$ cat config.mk
export PLATFORM = sky130hd
export DESIGN_NAME = ccip_mmio_host
export DESIGN_NICKNAME = d
export VERILOG_FILES = /design/src/rtl/ccip_mmio_host.sv
export SDC_FILE = /design/constraint.sdc
export NUM_CORES = 1
export LEC_CHECK = 0
export ABC_AREA = 0
export BUFFER_PORTS_ARGS = -buffer_cell sky130_fd_sc_hd__buf_2
export CORE_AREA = 5 5 301 303
export DETAILED_ROUTE_END_ITERATION = 8
export DIE_AREA = 0 0 306 308
export GPL_ROUTABILITY_DRIVEN = 0
export HOLD_SLACK_MARGIN = 0.1
export PLACE_DENSITY = 0.4
export SLEW_MARGIN = 20
export SYNTH_ARGS = -nofsm -noshare
export SYNTH_HDL_FRONTEND = slang
export SYNTH_SLANG_ARGS = --single-unit
$ cat constraint.sdc
create_clock -name clk -period 2.21 [get_ports clk]
set_input_delay 0.1105 -clock clk [delete_from_list [all_inputs] [get_ports clk]]
set_output_delay 0.1105 -clock clk [all_outputs]
set_load 0.01 [all_outputs]
$ cat src/rtl/ccip_mmio_host.sv
// CCI-P style MMIO host: turns host read/write commands into AFU request strobes and collects tid-matched read responses.
// Optional read-response timeout is enabled by defining CCIP_MMIO_TIMEOUT_EN.
module ccip_mmio_host #(
  parameter int TIMEOUT_CYCLES = 512
) (
  input  logic           clk,
  input  logic           reset_n,
  input  logic           cmd_valid,
  output logic           cmd_ready,
  input  logic           cmd_write,
  input  logic [15:0]    cmd_addr,
  input  logic [1:0]     cmd_len,
  input  logic [63:0]    cmd_wdata,
  output logic [27:0]    rx_c0_hdr,
  output logic [511:0]   rx_c0_data,
  output logic           rx_c0_mmioRdValid,
  output logic           rx_c0_mmioWrValid,
  input  logic [8:0]     tx_c2_tid,
  input  logic           tx_c2_mmioRdValid,
  input  logic [63:0]    tx_c2_data,
  output logic           rsp_valid,
  output logic [63:0]    rsp_data,
  output logic           rsp_err,
  output logic [15:0]    stale_cnt
);

  typedef enum logic [1:0] {IDLE = 2'd0, ISSUE = 2'd1, WAIT_RSP = 2'd2, RESP = 2'd3} state_e;

  if (TIMEOUT_CYCLES < 2 || TIMEOUT_CYCLES > 1023) begin : g_bad_timeout
    $error("TIMEOUT_CYCLES must be within 2..1023");
  end

  state_e        state_q, state_d;
  logic [8:0]    tid_q, tid_d;
  logic [8:0]    out_tid_q, out_tid_d;
  logic          wr_q, wr_d;
  logic          len4_q, len4_d;
  logic [63:0]   res_data_q, res_data_d;
  logic          res_err_q, res_err_d;
  logic [27:0]   hdr_q, hdr_d;
  logic [63:0]   data_q, data_d;
  logic          rdv_q, rdv_d;
  logic          wrv_q, wrv_d;
  logic          rsp_valid_q, rsp_valid_d;
  logic [63:0]   rsp_data_q, rsp_data_d;
  logic          rsp_err_q, rsp_err_d;
  logic [15:0]   stale_q, stale_d;
  logic          rsp_match_s;
  logic          illegal_s;
`ifdef CCIP_MMIO_TIMEOUT_EN
  // rsp_valid trails RESP by one registered stage, so the timeout is decided one
  // cycle early to land the response exactly TIMEOUT_CYCLES after WAIT_RSP entry.
  localparam logic [9:0] TO_LAST = 10'(TIMEOUT_CYCLES - 2);
  logic [9:0]    cnt_q, cnt_d;
`endif

  assign rsp_match_s = tx_c2_mmioRdValid && (state_q == WAIT_RSP) && (tx_c2_tid == out_tid_q);
  assign illegal_s   = cmd_len[1] || ((cmd_len == 2'b01) && cmd_addr[0]);

  // Next-state and next-output computation.
  always_comb begin
    state_d     = state_q;
    tid_d       = tid_q;
    out_tid_d   = out_tid_q;
    wr_d        = wr_q;
    len4_d      = len4_q;
    res_data_d  = res_data_q;
    res_err_d   = res_err_q;
    hdr_d       = 28'd0;
    data_d      = 64'd0;
    rdv_d       = 1'b0;
    wrv_d       = 1'b0;
    rsp_valid_d = (state_q == RESP);
    if (state_q == RESP) begin
      rsp_data_d = res_data_q;
      rsp_err_d  = res_err_q;
    end else begin
      rsp_data_d = rsp_data_q;
      rsp_err_d  = rsp_err_q;
    end
    if (tx_c2_mmioRdValid && !rsp_match_s && (stale_q != 16'hFFFF)) begin
      stale_d = stale_q + 16'd1;
    end else begin
      stale_d = stale_q;
    end
`ifdef CCIP_MMIO_TIMEOUT_EN
    cnt_d = 10'd0;
`endif
    case (state_q)
      IDLE: begin
        if (cmd_valid) begin
          wr_d   = cmd_write;
          len4_d = (cmd_len == 2'b00);
          if (illegal_s) begin
            state_d    = RESP;
            res_err_d  = 1'b1;
            res_data_d = 64'd0;
          end else begin
            state_d = ISSUE;
            hdr_d   = {cmd_addr, cmd_len, 1'b0, tid_q};
            data_d  = cmd_write ? cmd_wdata : 64'd0;
            rdv_d   = !cmd_write;
            wrv_d   = cmd_write;
          end
        end else begin
          state_d = IDLE;
        end
      end
      ISSUE: begin
        if (wr_q) begin
          state_d = IDLE;
        end else begin
          state_d   = WAIT_RSP;
          out_tid_d = tid_q;
          tid_d     = tid_q + 9'd1;
        end
      end
      WAIT_RSP: begin
        if (rsp_match_s) begin
          state_d    = RESP;
          res_err_d  = 1'b0;
          res_data_d = len4_q ? {32'd0, tx_c2_data[31:0]} : tx_c2_data;
        end
`ifdef CCIP_MMIO_TIMEOUT_EN
        else if (cnt_q == TO_LAST) begin
          state_d    = RESP;
          res_err_d  = 1'b1;
          res_data_d = 64'hFFFF_FFFF_FFFF_FFFF;
        end else begin
          cnt_d = cnt_q + 10'd1;
        end
`else
        else begin
          state_d = WAIT_RSP;
        end
`endif
      end
      RESP: begin
        state_d = IDLE;
      end
      default: begin
        state_d = IDLE;
      end
    endcase
  end

  // State and registered outputs.
  always_ff @(posedge clk or negedge reset_n) begin
    if (!reset_n) begin
      state_q     <= IDLE;
      tid_q       <= 9'd0;
      out_tid_q   <= 9'd0;
      wr_q        <= 1'b0;
      len4_q      <= 1'b0;
      res_data_q  <= 64'd0;
      res_err_q   <= 1'b0;
      hdr_q       <= 28'd0;
      data_q      <= 64'd0;
      rdv_q       <= 1'b0;
      wrv_q       <= 1'b0;
      rsp_valid_q <= 1'b0;
      rsp_data_q  <= 64'd0;
      rsp_err_q   <= 1'b0;
      stale_q     <= 16'd0;
`ifdef CCIP_MMIO_TIMEOUT_EN
      cnt_q       <= 10'd0;
`endif
    end else begin
      state_q     <= state_d;
      tid_q       <= tid_d;
      out_tid_q   <= out_tid_d;
      wr_q        <= wr_d;
      len4_q      <= len4_d;
      res_data_q  <= res_data_d;
      res_err_q   <= res_err_d;
      hdr_q       <= hdr_d;
      data_q      <= data_d;
      rdv_q       <= rdv_d;
      wrv_q       <= wrv_d;
      rsp_valid_q <= rsp_valid_d;
      rsp_data_q  <= rsp_data_d;
      rsp_err_q   <= rsp_err_d;
      stale_q     <= stale_d;
`ifdef CCIP_MMIO_TIMEOUT_EN
      cnt_q       <= cnt_d;
`endif
    end
  end

  assign cmd_ready         = (state_q == IDLE);
  assign rx_c0_hdr         = hdr_q;
  assign rx_c0_data        = {448'd0, data_q};
  assign rx_c0_mmioRdValid = rdv_q;
  assign rx_c0_mmioWrValid = wrv_q;
  assign rsp_valid         = rsp_valid_q;
  assign rsp_data          = rsp_data_q;
  assign rsp_err           = rsp_err_q;
  assign stale_cnt         = stale_q;

endmodule

==> flow_summary.yaml <==
pwr:
  vdd_ir_drop_max_uv: 686
  p_per_area_nw_per_um2: 950
  leakage_uw: 0.00955
worst_setup_path:
  end_kind: "flop"
  worst-path-max-fanout: 6
  cp-start-kind: "flop"
  crit_type: "flop to flop"
  crit_family: "simple AND/OR/NAND/NOR gates"
  critPathMaxStageDelay_ps: 610
  path_cells: "nor2_1, nand2_1, nor4b_1, dlygate4sd3_1"
  cp.required_ps: 2710
  critical_path_buf_inv_count: 1
  slowest_stage: "dlygate4sd3_1"
  worstPathArrival_ps: 2460
sta:
  fin_skew_ps: 7.87
  finalMaxSlewViolations: 0
  period_minus_slack_ps: 1960
  setup_viol: 0
  relSlewSlack_pct: 60.4
  hold_viol_final: 0
  fin_crit_sh_pct: 88.6
  timing.setup.tns_ps: 0
  worst_pin_slew_ps: 595
  max_freq_mhz: 511
  rsz0062_at_grt: "false"
synthesis:
  seq_area_frac_synth_pct: 49.7
  avgSynthCellArea_um2: 10.7
  netlist-cell-type-count: 37
  syn_area_um2: 13200
  synth_edf_count: 0
  yosys_warnings: 0
  synth_async_sr_flop_share_pct: 100
  postSynthCellCount: 1238
  ys_seq_elements: 262
  synth-main-ff-cell: "dfrtp_1"
clock_network:
  root_buffer: "clkbuf_16"
  path_clk_slew_ps: 60
  cts_tree: "done"
  cts_made_buffers: 30
  cts_buffer_depth: 3
  cts_sinks: 262
  postCtsSetupRepairBufs: 0
  htreeDepth: 1
  clkLatencyLatePin_ps: 570
grt:
  grt_max_degree: 74
  antenna_found_initial: 0
  grt_pass1_wl_um: 56800
  grt_pass1_vias: 9557
  track_usage_pct: 7.55
  grt_overflow: 0
finish:
  most-common-layout-cells: "conb_1 (450), buf_2 (334), dfrtp_1 (262), dlygate4sd3_1 (151), nand2_1 (138)"
  final_cell_count_no_fill: 2927
  fill_cells: 9647
  area_delta_synth_final_pct: 31.3
  num-nets-final: 1897
  drive_above_1_share_pct: 28.3
  final_common_cell: "conb_1"
placed_design:
  dpl.hpwl_um: 29600
  port_buffers: 335
  dp_cells: 2717
die:
  io_pins: 785
  core_um2: 87700
  die_height_um: 308
  start_util_pct: 15.0
  fp.dieW_um: 306
  rows: 109
  dieArea_um2: 94200
hold_path:
  hold_path.class: "primary input to async pin"
status:
  outcome: "finished clean"
detailed_routing:
  ant_nets: 0
  remaining_drc_errors: 0
  via_per_inst: 3.07
  drtPass1Iterations: 4
  first_iter_violations: 338
  wl_um: 39100
  vias: 8978
  drt-wirelength-per-cell_um: 13.4
run:
  maxCapViolCount: 0
[layer usage]
metal	up-vias	wire length, um	part of all wire [%]	track usage (%)
met4	0	940	2.4	2.16
met1	4374	15200	39	8.99
met5	-	0	0	0
li1	4101	-	-	-
met2	459	19600	50	13.5
met3	44	3390	8.7	1.96
[area by class of cell]
class / count / area (um^2) / area share [%]
antenna: 4 / 10.0 / 0.0578
clock buffer: 40 / 838 / 4.84
clock inverter: 15 / 214 / 1.24
inverter: 3 / 11.3 / 0.0650
multi-input combinational: 925 / 4720 / 27.2
sequential: 262 / 6560 / 37.9
tap: 1165 / 1460 / 8.42
timing repair buffer: 513 / 3510 / 20.3
[state kept, by name (all words and copies together), names as in the netlist]
| signal | count |
|---|---|
| rx_c0_mmioRdValid | 1 |
| rsp_valid | 1 |
| data_q | 64 |
| rx_c0_mmioWrValid | 1 |
| rsp_err | 1 |
| res_err_q | 1 |
| out_tid_q | 9 |
| len4_q | 1 |
| wr_q | 1 |
| res_data_q | 64 |
| state_q | 2 |
| stale_cnt | 16 |
| rsp_data | 64 |
| tid_q | 9 |
| rx_c0_hdr | 27 |
[worst paths after layout]
path	slack [ps]	from	cells past startpoint	end
worst max-delay path	250	state_q[0]$_DFF_PN0_	4	rx_c0_hdr[10]$_DFF_PN0_
worst min-delay path	100	reset_n	2	rsp_data[23]$_DFFE_PN0P_
worst max register to register	250	state_q[0]$_DFF_PN0_	4	rx_c0_hdr[10]$_DFF_PN0_
worst min register to register	460	res_data_q[14]$_DFFE_PN0P_	2	res_data_q[14]$_DFFE_PN0P_
max in group asynchronous	1290	reset_n	3	stale_cnt[3]$_DFFE_PN0P_
min in group clk	160	tx_c2_tid[8]	5	state_q[0]$_DFF_PN0_
[synthesized netlist by cell type (2+ instances only)]
master / n / share of area [%]
and2_1: 26 / 1.2
and3_1: 66 / 3.1
buf_2: 10 / 0.38
buf_4: 450 / 26
buf_6: 6 / 0.51
clkbuf_1: 31 / 0.88
dfrtp_1: 262 / 50
ha_1: 2 / 0.19
inv_1: 3 / 0.085
mux2_2: 75 / 6.4
nand2_1: 139 / 4.0
nand3_1: 79 / 3.0
nand4_1: 11 / 0.52
nor2_1: 13 / 0.37
nor2b_1: 2 / 0.095
nor3_1: 8 / 0.30
nor3b_1: 2 / 0.11
nor4b_1: 4 / 0.27
xnor2_1: 15 / 1.0
xor2_1: 17 / 1.1
[report_power, final]
part / switching [uW] / internal [uW]
clock network: 2050 / 3150
registers: 743 / 6080
logic: 2590 / 1850
[metrics by stage]
step	power [uW]	hold slack [ps]	worst slack (ps)	utilization [%]	cell area, um^2
after global placement	11100	133	301	16.8	14700
after global routing	17500	129	101	19.7	17300
after floorplan	9780	-185	183	-	14900
final	16500	99.6	252	19.7	17300
after CTS	16800	102	177	19.7	17300
after detailed placement	11200	133	269	16.8	14700
[what timing repair did]
action | 4_1_cts | 5_1_grt
hold endpoints to repair | 412 | 0
hold buffers | 151 | 0
resized for setup | 0 | 0
[logic make-up after synthesis]
| family | count (synthesis) | synth area share, % |
|---|---|---|
| DFF | 262 | 49.7 |
| adders and majority gates | 2 | 0.190 |
| muxes | 76 | 6.49 |
| and+or+nand+nor | 357 | 13.5 |
| xor gates and xnor gates | 32 | 2.13 |
| AOI/OAI and AO/OA | 8 | 0.512 |
| buffers and inverters | 500 | 27.5 |
| other | 1 | 0.0284 |
No activity file was read; power rests on OpenSTA's default activity.
